==> config.mk <==
export PLATFORM = sky130hd
export DESIGN_NAME = snowbro2_cen_ctrl_flat
export DESIGN_NICKNAME = d
export VERILOG_FILES = /design/src/rtl/snowbro2_cen_ctrl_if.sv /design/src/rtl/snowbro2_cen_ctrl.sv /design/src/flat_wrapper.sv
export SDC_FILE = /design/constraint.sdc
export NUM_CORES = 1
export LEC_CHECK = 0
export ABC_AREA = 1
export BUFFER_PORTS_ARGS = -buffer_cell sky130_fd_sc_hd__buf_2
export CAP_MARGIN = 0
export CORE_MARGIN = 1.5
export CORE_UTILIZATION = 35
export CTS_CLUSTER_DIAMETER = 100
export DETAILED_ROUTE_END_ITERATION = 10
export SYNTH_ARGS = -nofsm -noshare
export SYNTH_HDL_FRONTEND = slang
export SYNTH_SLANG_ARGS = --single-unit
==> constraint.sdc <==
create_clock -name clk -period 3.46 [get_ports clk]
set_input_delay 0 -clock clk [delete_from_list [all_inputs] [get_ports clk]]
set_output_delay 0 -clock clk [all_outputs]
set_load 0.03 [all_outputs]
==> src/rtl/snowbro2_cen_ctrl_if.sv <==
// -----------------------------------------------------------------------------
// snowbro2_cen_ctrl_if
//
// Bundles the strobe and status signals between a fractional clock-enable
// source, the recovery controller and its consumer.
//
// Signals:
//   cen_in   raw single-cycle enable strobe from the fractional divider
//   stall    consumer is waiting on memory; no strobe may be delivered
//   pause    level-sensitive freeze request
//   cen_out  registered single-cycle enable to the consumer
//   credit   number of banked strobes (CW bits)
//   catchup  high while banked strobes are being replayed
//   lost     saturating count of strobes dropped on a full bank
//
// Modports:
//   master   source/consumer side (drives cen_in, stall, pause)
//   slave    controller side (drives cen_out, credit, catchup, lost)
// -----------------------------------------------------------------------------
interface snowbro2_cen_ctrl_if #(
    parameter int CW = 4
);
    logic          cen_in;
    logic          stall;
    logic          pause;
    logic          cen_out;
    logic [CW-1:0] credit;
    logic          catchup;
    logic [7:0]    lost;

    modport master (
        output cen_in,
        output stall,
        output pause,
        input  cen_out,
        input  credit,
        input  catchup,
        input  lost
    );

    modport slave (
        input  cen_in,
        input  stall,
        input  pause,
        output cen_out,
        output credit,
        output catchup,
        output lost
    );
endinterface

==> src/rtl/snowbro2_cen_ctrl.sv <==
// -----------------------------------------------------------------------------
// snowbro2_cen_ctrl
//
// Clock-enable recovery controller. Raw strobes that cannot be delivered
// (consumer stalled on SDRAM, or too close to the previous output pulse) are
// banked as credits and replayed later at no more than one pulse per GAP
// cycles, so the consumer's long-run strobe count tracks the source. A pause
// request freezes delivery while keeping the banked credits.
//
// Parameters:
//   CW   credit counter width; bank holds up to 2^CW-1 strobes (CW >= 1)
//   GAP  minimum spacing in clk cycles between cen_out pulses (1..15)
//
// Ports:
//   clk    domain clock, all logic on the rising edge
//   reset  synchronous active-high reset
//   bus    slave side of snowbro2_cen_ctrl_if
//            in : cen_in, stall, pause
//            out: cen_out, credit, catchup, lost (all registered)
// -----------------------------------------------------------------------------
module snowbro2_cen_ctrl #(
    parameter int CW  = 4,
    parameter int GAP = 3
) (
    input  logic                 clk,
    input  logic                 reset,
    snowbro2_cen_ctrl_if.slave   bus
);

    typedef enum logic [1:0] {
        ST_RUN     = 2'd0,
        ST_CATCHUP = 2'd1,
        ST_PAUSED  = 2'd2
    } state_t;

    localparam logic [CW-1:0] CREDIT_MAX  = {CW{1'b1}};
    localparam logic [CW-1:0] CREDIT_ZERO = {CW{1'b0}};
    localparam logic [3:0]    GAP_V       = 4'(GAP);

    // Saturating increment of the 8-bit lost-strobe counter.
    function automatic logic [7:0] lost_sat_inc(input logic [7:0] value);
        logic [7:0] result;
        if (value == 8'hFF) begin
            result = value;
        end else begin
            result = value + 8'd1;
        end
        return result;
    endfunction

    // Spacing counter advance: restart at 1 on a delivered pulse, otherwise
    // count up and hold at GAP so "eligible" is a simple compare.
    function automatic logic [3:0] gap_next(input logic [3:0] value,
                                            input logic       fire);
        logic [3:0] result;
        if (fire) begin
            result = 4'd1;
        end else if (value < GAP_V) begin
            result = value + 4'd1;
        end else begin
            result = GAP_V;
        end
        return result;
    endfunction

    state_t        state_r;
    state_t        state_s;
    logic [CW-1:0] credit_r;
    logic [CW-1:0] credit_s;
    logic [7:0]    lost_r;
    logic [7:0]    lost_s;
    logic [3:0]    gap_cnt_r;
    logic [3:0]    gap_cnt_s;
    logic          cen_out_r;
    logic          catchup_r;
    logic          fire_s;
    logic          eligible_s;

    // Spacing check: gap_cnt_r is the number of cycles since the last
    // delivery decision, so a decision now yields a pulse at least GAP
    // cycles after the previous pulse.
    always_comb begin
        eligible_s = (gap_cnt_r >= GAP_V);
    end

    // Next-state, credit, lost-counter and delivery decision.
    always_comb begin
        state_s   = state_r;
        credit_s  = credit_r;
        lost_s    = lost_r;
        fire_s    = 1'b0;

        case (state_r)
            ST_RUN, ST_CATCHUP: begin
                if (bus.pause) begin
                    // Strobe arriving with the pause request is discarded.
                    state_s = ST_PAUSED;
                end else begin
                    if (bus.stall || !eligible_s) begin
                        // Cannot deliver now: bank the strobe if room remains.
                        if (bus.cen_in) begin
                            if (credit_r != CREDIT_MAX) begin
                                credit_s = credit_r + CW'(1'b1);
                            end else begin
                                lost_s = lost_sat_inc(lost_r);
                            end
                        end else begin
                            credit_s = credit_r;
                        end
                    end else if (bus.cen_in) begin
                        // Live strobe wins over a replay; credit untouched.
                        fire_s = 1'b1;
                    end else if (credit_r != CREDIT_ZERO) begin
                        fire_s   = 1'b1;
                        credit_s = credit_r - CW'(1'b1);
                    end else begin
                        fire_s = 1'b0;
                    end

                    if (credit_s != CREDIT_ZERO) begin
                        state_s = ST_CATCHUP;
                    end else begin
                        state_s = ST_RUN;
                    end
                end
            end

            ST_PAUSED: begin
                // No accrual, no loss and no delivery while frozen; the
                // resume cycle itself only changes state.
                if (!bus.pause) begin
                    if (credit_r != CREDIT_ZERO) begin
                        state_s = ST_CATCHUP;
                    end else begin
                        state_s = ST_RUN;
                    end
                end else begin
                    state_s = ST_PAUSED;
                end
            end

            default: begin
                state_s = ST_RUN;
            end
        endcase
    end

    // Spacing counter keeps running in every state, including PAUSED.
    always_comb begin
        gap_cnt_s = gap_next(gap_cnt_r, fire_s);
    end

    // State and output registers with synchronous reset.
    always_ff @(posedge clk) begin
        if (reset) begin
            state_r   <= ST_RUN;
            credit_r  <= CREDIT_ZERO;
            lost_r    <= 8'd0;
            gap_cnt_r <= GAP_V;
            cen_out_r <= 1'b0;
            catchup_r <= 1'b0;
        end else begin
            state_r   <= state_s;
            credit_r  <= credit_s;
            lost_r    <= lost_s;
            gap_cnt_r <= gap_cnt_s;
            cen_out_r <= fire_s;
            catchup_r <= (state_s == ST_CATCHUP);
        end
    end

    // Drive the interface outputs straight from registers.
    always_comb begin
        bus.cen_out = cen_out_r;
        bus.credit  = credit_r;
        bus.catchup = catchup_r;
        bus.lost    = lost_r;
    end

endmodule

==> src/flat_wrapper.sv <==
// flat-port wrapper written by rule: the top's interface ports become plain ports
module snowbro2_cen_ctrl_flat 
#(
    parameter int CW  = 4,
    parameter int GAP = 3
)
  (clk, reset, bus_cen_in, bus_stall, bus_pause, bus_cen_out, bus_credit, bus_catchup, bus_lost);
  snowbro2_cen_ctrl_if #(.CW(CW)) bus_i ();
  input  logic clk;
  input  logic reset;
  input wire logic [$bits(bus_i.cen_in)-1:0] bus_cen_in;
  input wire logic [$bits(bus_i.stall)-1:0] bus_stall;
  input wire logic [$bits(bus_i.pause)-1:0] bus_pause;
  output wire logic [$bits(bus_i.cen_out)-1:0] bus_cen_out;
  output wire logic [$bits(bus_i.credit)-1:0] bus_credit;
  output wire logic [$bits(bus_i.catchup)-1:0] bus_catchup;
  output wire logic [$bits(bus_i.lost)-1:0] bus_lost;
  assign bus_i.cen_in = bus_cen_in;
  assign bus_i.stall = bus_stall;
  assign bus_i.pause = bus_pause;
  assign bus_cen_out = bus_i.cen_out;
  assign bus_credit = bus_i.credit;
  assign bus_catchup = bus_i.catchup;
  assign bus_lost = bus_i.lost;
  snowbro2_cen_ctrl #(.CW(CW), .GAP(GAP)) u_core (.clk(clk), .reset(reset), .bus(bus_i));
endmodule
==> results of run 1 <==
==> worst min-delay path by stage <==
stage	slack, ps	to	depth (start not counted)	startpoint
finish	130	u_core.bus.cen_out	4	bus_stall
floorplan	180	u_core.state_r[1]	2	bus_pause
global route	140	u_core.bus.cen_out	4	bus_stall
global placement	300	u_core.state_r[0]	2	reset
detailed placement	300	u_core.bus.lost[7]	2	reset
CTS	110	u_core.bus.cen_out	4	bus_stall
==> metal layers <==
metal / GRT usage [%] / wire length [um] / vias up
met4: 7.222 / 48 / 0
met3: 2.523 / 129 / 5
li1: - / - / 617
met2: 21.51 / 1111 / 32
met1: 19.75 / 1266 / 496
met5: 0 / 0 / -
==> cells in the final DEF (no fill, tap or decap), drive strengths merged <==
master	instances
o21ai	7
inv	26
nand3	13
o21bai	1
a21oi	13
o211ai	3
clkbuf	4
clkinv	2
nand2	46
xor2	1
buf	18
nor3	10
ha	4
dfxtp	20
conb	2
nand3b	2
nand4	5
xnor2	1
nor2	18
dlygate4sd3	2
a211oi	1
==> state kept, by name, indices dropped and copies added (netlist names) <==
signal / flops
u_core.gap_cnt_r: 4
u_core.bus.cen_out: 1
u_core.bus.catchup: 1
u_core.bus.lost: 8
u_core.state_r: 2
u_core.bus.credit: 4
==> critical path, stage by stage, from the launching register on <==
cell and delay, ps:
dfxtp_1 530, ha_1 300, nand3_4 120, nand2_1 140, inv_1 70, nand2_1 50, nand3_1 80, nand2_1 80
nand2_1 70, o21bai_2 130, a21oi_1 80
==> cell type report <==
class                   count  area, um^2  share of cell area [%]
repair buffers             20       110.1                   7.822
well taps                  46       57.56                   4.089
inverters                  28       107.6                   7.644
flip-flops and latches     20       400.4                   28.44
multi-input cells         127       695.7                   49.42
clock buffers               4       36.28                   2.578
==> cells by family after synthesis <==
kind of cell | Yosys count | share of synthesized area (%)
flops | 20 | 32.03
other cells | 1 | 0.3000
xor+xnor | 2 | 1.402
fa+ha+maj | 4 | 4.004
buf+inv | 33 | 12.61
simple gates | 94 | 37.74
compound gates | 25 | 11.91
==> synthesized netlist by cell type, drive strengths merged <==
cell type / number / share of area (%)
a211oi: 1 / 0.60
a21oi: 13 / 5.8
buf: 5 / 4.0
clkinv: 2 / 0.60
conb: 1 / 0.30
dfxtp: 20 / 32
ha: 4 / 4.0
inv: 26 / 8.0
nand2: 46 / 15
nand3: 13 / 6.2
nand3b: 2 / 1.2
nand4: 5 / 2.5
nor2: 18 / 6.4
nor3: 10 / 6.2
o211ai: 3 / 1.8
o21ai: 7 / 2.8
o21bai: 1 / 0.90
xnor2: 1 / 0.70
xor2: 1 / 0.70
==> power by group through the flow <==
stage | Combinational (mW) | Sequential, mW | Clock, mW
floorplan | 0.0767 | 0.261 | 0
global placement | 0.0967 | 0.259 | 0
detailed placement | 0.0954 | 0.259 | 0
CTS | 0.0976 | 0.254 | 0.145
global route | 0.112 | 0.256 | 0.156
finish | 0.0974 | 0.253 | 0.136
==> stage by stage <==
step                cell area, um^2  power, mW  util [%]  hold slack (ps)  setup WS [ps]
global route                   1408     0.5239     41.53            140.6           1503
detailed placement             1351     0.3541     39.87            297.1           1740
floorplan                      1254     0.3378         -            184.4           1730
global placement               1351     0.3553     39.87            301.6           1721
finish                         1408     0.4870     41.53            127.0           1716
CTS                            1408     0.4965     41.53            113.7           1711
==> results_dict.tcl, run 1 <==
set metrics [dict create \
    status "completed" \
    fin_nets 209 \
    grt_antenna_before_repair 0 \
    route.detailed.drc 0 \
    peakVddDrop_mv 0.2336 \
    synth_area_um2 1250 \
    cp_data_required_time_ps 3660 \
    vias 1150 \
    routed_via_density 4.694 \
    firstDrtPassIters 4 \
    rr_startpoint "u_core.bus.credit[1]" \
    numCtsBuffers 3 \
    hold_buffers 2 \
    start_util_pct 36.88 \
    layout-drive-gt1-share_pct 19.60 \
    clock_latency_ps 300 \
    die_area_um2 3939 \
    ys_seq_elements 20 \
    instances_no_fill 245 \
    grt_pass1_wl_um 4512 \
    grt_remaining_overflow 0 \
    worst_setup_path_end_kind "register" \
    placed_cells 239 \
    cp-startpoint "u_core.bus.credit[1]" \
    cts.repair.resized 0 \
    slew_violations 0 \
    grt_usage_pct 14.34 \
    ys.warnings.count 0 \
    p_sw_share_pct 30.59 \
    fp.dieH_um 62.76 \
    fmax_ghz 0.5734 \
    skew_ps 2.148 \
    io_buffer_count 18 \
    leakagePower_nw 0.6693 \
    num_io_pins 19 \
    tns_ps 0 \
    clockBufferDepth 2 \
    ff2ff_path_depth 10 \
    fin_crit_ps 1744 \
    diodes 0 \
    rsz0062_at_grt "false" \
    core_um2 3390 \
    finalSetupViolCount 0 \
    cts_setup_buffers 0 \
    ant_nets 0 \
    drt-initial-drc-count 50 \
    wirelength_um 2555 \
    cp-start-kind "register" \
    pwr-share-clk_pct 28.0 \
    cts_sinks 20 \
    fin_crit_sh_pct 50.40 \
    cp_max_fo 10 \
    grt_max_degree 12 \
    timing.rr.end "u_core.bus.catchup" \
    wl_per_cell_um 10.43 \
    die_w_um 62.76 \
    grt_pass1_vias 1042 \
    syn_avg_cell_area_um2 6.983 \
    final_hold_viol_count 0 \
    num_rows 21 \
    synth_cell_type_count 31 \
    syn_inst 179 \
    hpwlAfterDp_um 1973 \
    areaGrowthSynthToFinish_pct 12.61 \
    h-tree-depth 1 \
    cellPowerDensity_nw_per_um2 346.0 \
    nFillCells 378 \
    critPathCapture "u_core.bus.catchup" \
    r2r_slack_ps 1720 \
    gp_congestion 0.8236 \
    comb_power_share_pct 20.0 \
    crit_arrival_ps 1940 \
    path_class "reg2reg" \
    clkTransAtPathRegs_ps 110 \
    yosysSeqAreaShare_pct 32.03 \
    cts_tree "built" \
    intPower_mw 0.3380 \
    cts-root-buf "clkbuf_4" \
    cap_viol_max_count 0 \
    seqPwrFrac_pct 52.0 \
    p_switching_mw 0.1490 \
    hp-class "in2reg" \
]
(Power assumes the default switching activity.)
==> inputs of run 2 (changes only) <==
==> constraint.sdc (replaced) <==
create_clock -name clk -period 1.85 [get_ports clk]
set_input_delay 0 -clock clk [delete_from_list [all_inputs] [get_ports clk]]
set_output_delay 0 -clock clk [all_outputs]
set_load 0.03 [all_outputs]
==> results_dict.tcl, run 2 (same netlist as run 1, synthesis figures left out) <==
set metrics [dict create \
    hold_depth 3 \
    final_hold_viol_count 0 \
    cellPowerDensity_nw_per_um2 642.4 \
    slew_violations 0 \
    worstHoldStart "bus_pause" \
    leakagePower_nw 0.6808 \
    hp-class "in2reg" \
    grt_pass1_vias 954 \
    fp.dieH_um 62.76 \
    layout_commonest_cell "nand2_1" \
    areaGrowthSynthToFinish_pct 13.61 \
    finalSetupViolCount 0 \
    status "completed" \
    path_common_cell "nand2_1" \
    grt_remaining_overflow 0 \
    fmax_ghz 0.5954 \
    timing.rr.end "u_core.bus.catchup" \
    clockBufferDepth 2 \
    cp-startpoint "u_core.bus.credit[1]" \
    cap_viol_max_count 0 \
    cts-root-buf "clkbuf_4" \
    drt-initial-drc-count 45 \
    cp_max_fo 7 \
    ant_nets 0 \
    placed_cells 242 \
    hold_slack_ps 24.52 \
    cp_data_required_time_ps 2040 \
    cts_tree "built" \
    worst_setup_path_end_kind "register" \
    clock_latency_ps 290 \
    clkTransAtPathRegs_ps 110 \
    cp-start-kind "register" \
    worstPathCellList "ha_1, nand3_4, nand2_1, inv_1, nand2_1, nand3_1, nand2_1, nand2_1, o21bai_2, a21oi_1" \
    gp_congestion 0.7847 \
    die_area_um2 3939 \
    pwr-share-clk_pct 27.3 \
    wirelength_um 2521 \
    seqPwrFrac_pct 50.9 \
    start_util_pct 36.88 \
    num_io_pins 19 \
    wl_per_cell_um 10.21 \
    skew_ps 1.166 \
    p_switching_mw 0.2749 \
    num_rows 21 \
    routed_via_density 4.660 \
    grt_pass1_wl_um 4326 \
    final_cell_mix "nand2_1 (41), inv_1 (24), dfxtp_1 (20), buf_2 (18), nor2_1 (15)" \
    grt_usage_pct 13.66 \
    grt_max_degree 12 \
    critPathSlowestCell "dfxtp_1" \
    route.detailed.drc 0 \
    fin_nets 211 \
    grt_antenna_before_repair 0 \
    ff2ff_path_depth 10 \
    path_class "reg2reg" \
    rsz0062_at_grt "false" \
    intPower_mw 0.6373 \
    vias 1151 \
    firstDrtPassIters 4 \
    fin_ws_ps 170.4 \
    crit_arrival_ps 1870 \
    cts_sinks 20 \
    fin_crit_ps 1680 \
    nFillCells 354 \
    largest_reg_flops 8 \
    peakVddDrop_mv 0.4140 \
    rr_startpoint "u_core.bus.credit[1]" \
    die_w_um 62.76 \
    hpwlAfterDp_um 1961 \
    comb_power_share_pct 21.8 \
    tns_ps 0 \
    fin_crit_sh_pct 90.79 \
    layout-drive-gt1-share_pct 20.90 \
    io_buffer_count 18 \
    r2r_slack_ps 170 \
    instances_no_fill 247 \
    total_power_mw 0.9123 \
    p_sw_share_pct 30.14 \
    core_um2 3390 \
    diodes 0 \
    preCtsSetupSlack_ps 202.5 \
    critPathMaxStageDelay_ps 470 \
    whs_endpoint "u_core.state_r[1]" \
    h-tree-depth 1 \
    numCtsBuffers 3 \
]
[run 2: changes by cell type in the layout (fill, tap and decap cells not counted), sizes merged]
cell         previous run  this run
buf                    18        21
dlygate4sd3             2         1
[run 2: worst max path at each step]
stage                               to  slack, ps  cells after the start
CTS                 u_core.bus.catchup        180                     10
finish              u_core.bus.catchup        170                     10
global placement    u_core.bus.catchup        240                      9
floorplan           u_core.bus.catchup        120                     11
detailed placement  u_core.bus.catchup        200                     10
global route        u_core.bus.catchup         10                     10
[run 2: per-stage QoR]
stage	area [um^2]	utilization, %
2_1_floorplan	1254	-
3_3_place_gp	1374	40.53
3_5_place_dp	1374	40.53
4_1_cts	1420	41.90
5_1_grt	1420	41.90
6_report	1420	41.90
[run 2: worst max-delay path: cells and delay by family, from the launching register on]
| kind | cells | cell delay (ps) |
|---|---|---|
| buffers and inverters | 1 | 70 |
| AOI/OAI and AO/OA | 2 | 220 |
| DFF | 1 | 470 |
| and+or+nand+nor | 6 | 540 |
| adders and majority gates | 1 | 270 |
[run 2: what timing repair did]
item                      in CTS  in global routing
buffers inserted               0                  0
resized for setup              0                  0
hold buffers                   1                  0
hold endpoints to repair       4                  0
[run 2: final cells by class]
cell class	instances	area (um^2)	area share (%)
inverters	28	107.6	7.577
flip-flops and latches	20	400.4	28.19
clock buffers	4	36.28	2.555
repair buffers	22	122.6	8.634
well taps	46	57.56	4.053
multi-input cells	127	695.7	48.99
[run 2: per-layer routing]
metal	part of all wire [%]	up-vias	wire length (um)	track usage, %
met3	4.2	4	106	2.342
met1	54	496	1354	20.07
met4	1.3	0	33	5.000
met2	41	26	1028	19.89
met5	0	-	0	0
li1	-	625	-	-
[run 2: power by group through the flow]
stage                     Clock, mW  Sequential [mW]  Combinational [mW]
after floorplan                   0            0.488               0.143
after global placement            0            0.474               0.199
after detailed placement          0            0.475               0.197
after CTS                     0.262            0.465               0.199
after global routing          0.282            0.467               0.221
final                         0.249            0.465               0.199
==> inputs of run 3 (changes only) <==
--- a/config.mk
+++ b/config.mk
@@ -5,13 +5,13 @@
 export SDC_FILE = /design/constraint.sdc
 export NUM_CORES = 1
 export LEC_CHECK = 0
-export ABC_AREA = 1
 export BUFFER_PORTS_ARGS = -buffer_cell sky130_fd_sc_hd__buf_2
 export CAP_MARGIN = 0
 export CORE_MARGIN = 1.5
 export CORE_UTILIZATION = 35
 export CTS_CLUSTER_DIAMETER = 100
 export DETAILED_ROUTE_END_ITERATION = 10
+export RECOVER_POWER = 100
 export SYNTH_ARGS = -nofsm -noshare
 export SYNTH_HDL_FRONTEND = slang
 export SYNTH_SLANG_ARGS = --single-unit
==> results_dict.tcl, run 3 <==
set metrics [dict create \
    status "finished, violations left" \
    failed_checks "design-rule violations" \
    fin_nets 159 \
    cp_max_fo 5 \
    skew_ps 4.342 \
    die_w_um 57.77 \
    grt_pass1_wl_um 3864 \
    clockBufferDepth 2 \
    synth_cell_type_count 38 \
    cts_setup_buffers 0 \
    final_hold_viol_count 0 \
    grt_usage_pct 14.61 \
    synth_top_area_share_pct 38.14 \
    yosysTopAreaCell "dfxtp_1" \
    io_buffer_count 18 \
    preCtsSetupSlack_ps 18.84 \
    wirelength_um 2318 \
    diodes 0 \
    critPathCapture "u_core.state_r[0]" \
    grt_max_degree 18 \
    placed_cell_area_um2 1209 \
    ff2ff_path_depth 6 \
    drt-initial-drc-count 24 \
    layout_commonest_cell "dfxtp_1" \
    clock_latency_ps 290 \
    fmax_ghz 0.5625 \
    areaGrowthSynthToFinish_pct 22.29 \
    slew_violations 0 \
    yosysSeqAreaShare_pct 38.14 \
    timing.rr.end "u_core.state_r[0]" \
    r2r_slack_ps 70 \
    start_util_pct 37.42 \
    wl_per_cell_um 12.88 \
    num_rows 19 \
    largest_reg_flops 8 \
    core_um2 2805 \
    hold_slack_ps 66.70 \
    cap_viol_max_count 0 \
    syn_avg_cell_area_um2 8.466 \
    ys.warnings.count 0 \
    synth_area_um2 1050 \
    synth-edff-count 0 \
    worst_setup_path_end_kind "register" \
    async_flop_share_pct 0 \
    cts-root-buf "clkbuf_4" \
    cts_tree "built" \
    synth_top_flop_cell "dfxtp_1" \
    grt_remaining_overflow 0 \
    ant_nets 0 \
    routed_via_density 5.556 \
    hpwlAfterDp_um 1755 \
    worst_pin_slew_ps 522.2 \
    cellPowerDensity_nw_per_um2 639.9 \
    rr_startpoint "u_core.gap_cnt_r[0]" \
    leakagePower_nw 0.4285 \
    grt_pass1_vias 921 \
    numCtsBuffers 3 \
    hp-class "in2reg" \
    grt_antenna_before_repair 0 \
    route.detailed.drc 2 \
    ys_seq_elements 20 \
    cp-start-kind "register" \
    synthTopCellsByCount "dfxtp_1 (20), nor2_1 (14), xnor2_1 (8)" \
    fin_crit_ps 1778 \
    path_class "reg2reg" \
    gp_congestion 0.7701 \
    firstDrtPassIters 7 \
    final_cell_mix "dfxtp_1 (18), clkbuf_1 (15), nor2_1 (14), xnor2_1 (8)" \
    cp_data_required_time_ps 2080 \
    die_area_um2 3337 \
    syn_inst 124 \
    slew_headroom_pct 65.10 \
    yosysMostFrequentCell "dfxtp_1" \
    num_io_pins 19 \
    peakVddDrop_mv 0.2815 \
    h-tree-depth 1 \
    cp-startpoint "u_core.gap_cnt_r[0]" \
    fp.dieH_um 57.77 \
    layout-drive-gt1-share_pct 21.48 \
    cts_sinks 20 \
    fin_crit_sh_pct 96.09 \
    fin_ws_ps 72.32 \
    finalSetupViolCount 0 \
    synthTopCellsByArea "dfxtp_1 (38%), xnor2_1 (6.7%), nor2_1 (5.0%)" \
    clkTransAtPathRegs_ps 110 \
    vias 1000 \
    total_power_mw 0.8215 \
    postLayoutCellArea_um2 1284 \
    crit_arrival_ps 2010 \
]
[run 3: changes by cell type in the layout (fill, tap and decap cells not counted), moves of 5 or more]
| cell | delta |
|---|---|
| a21oi_1 | -5 |
| nand3_1 | -5 |
| clkbuf_1 | +15 |
| nand2_1 | -35 |
| inv_1 | -17 |
| buf_2 | -14 |
| xnor2_1 | +7 |
[run 3: report_power, final]
group	internal (mW)	switching (mW)
Combinational	0.0640	0.0906
Clock	0.0838	0.125
Sequential	0.444	0.0139
[run 3: logic make-up (layout without fill, tap and decap cells)]
family                     Yosys count  in the layout  share of synthesized area [%]
and+or+nand+nor                     53             53                          27.18
xor gates and xnor gates             8              8                          6.675
muxes                                1              1                         0.9536
AOI/OAI and AO/OA                   24             24                          16.45
buffers and inverters               13             37                          5.482
DFF                                 20             20                          38.14
other                                1              2                         0.3572
adders and majority gates            4              4                          4.768
[run 3: per-stage QoR]
step	setup TNS, ps	std cells	util [%]
after floorplan	0	125	-
after global placement	0	175	43.09
after detailed placement	0	175	43.09
after CTS	0	180	44.38
after global routing	-62.66	180	45.76
final	0	180	45.76
[run 3: worst max-delay path: stages (launching register included)]
cell	delay (ps)
dfxtp_1	330
ha_1	230
or3_4	370
a211o_1	300
a21oi_1	230
nor4_2	100
a31oi_1	160
[run 3: layer usage]
layer	vias to the layer above	track usage [%]	share of wire, %
li1	498	-	-
met1	470	17.75	45
met2	28	25.49	49
met3	4	2.679	4.4
met4	0	5.648	1.0
met5	-	0	0
[run 3: area by class of cell]
type	count	area (um^2)
sequential	20	407.9
inverter	7	26.28
fill	292	1521
clock buffer	4	26.28
timing repair buffer	26	135.1
multi-input combinational	92	649.4
tap	31	38.79
[run 3: worst min-delay path by stage]
stage,from,end,slack [ps],depth (start not counted)
6_report,reset,u_core.bus.lost[6],70,2
5_1_grt,reset,u_core.bus.lost[6],80,2
4_1_cts,reset,u_core.bus.lost[6],60,2
3_5_place_dp,bus_pause,u_core.state_r[1],280,2
3_3_place_gp,bus_pause,u_core.state_r[1],280,2
2_1_floorplan,bus_pause,u_core.state_r[1],150,1
[run 3: what timing repair did]
| item | CTS | global route |
|---|---|---|
| hold buffers | 1 | 0 |
| hold endpoints to repair | 3 | 0 |
| gates resized for setup | 0 | 13 |
| setup endpoints to repair | 0 | 11 |
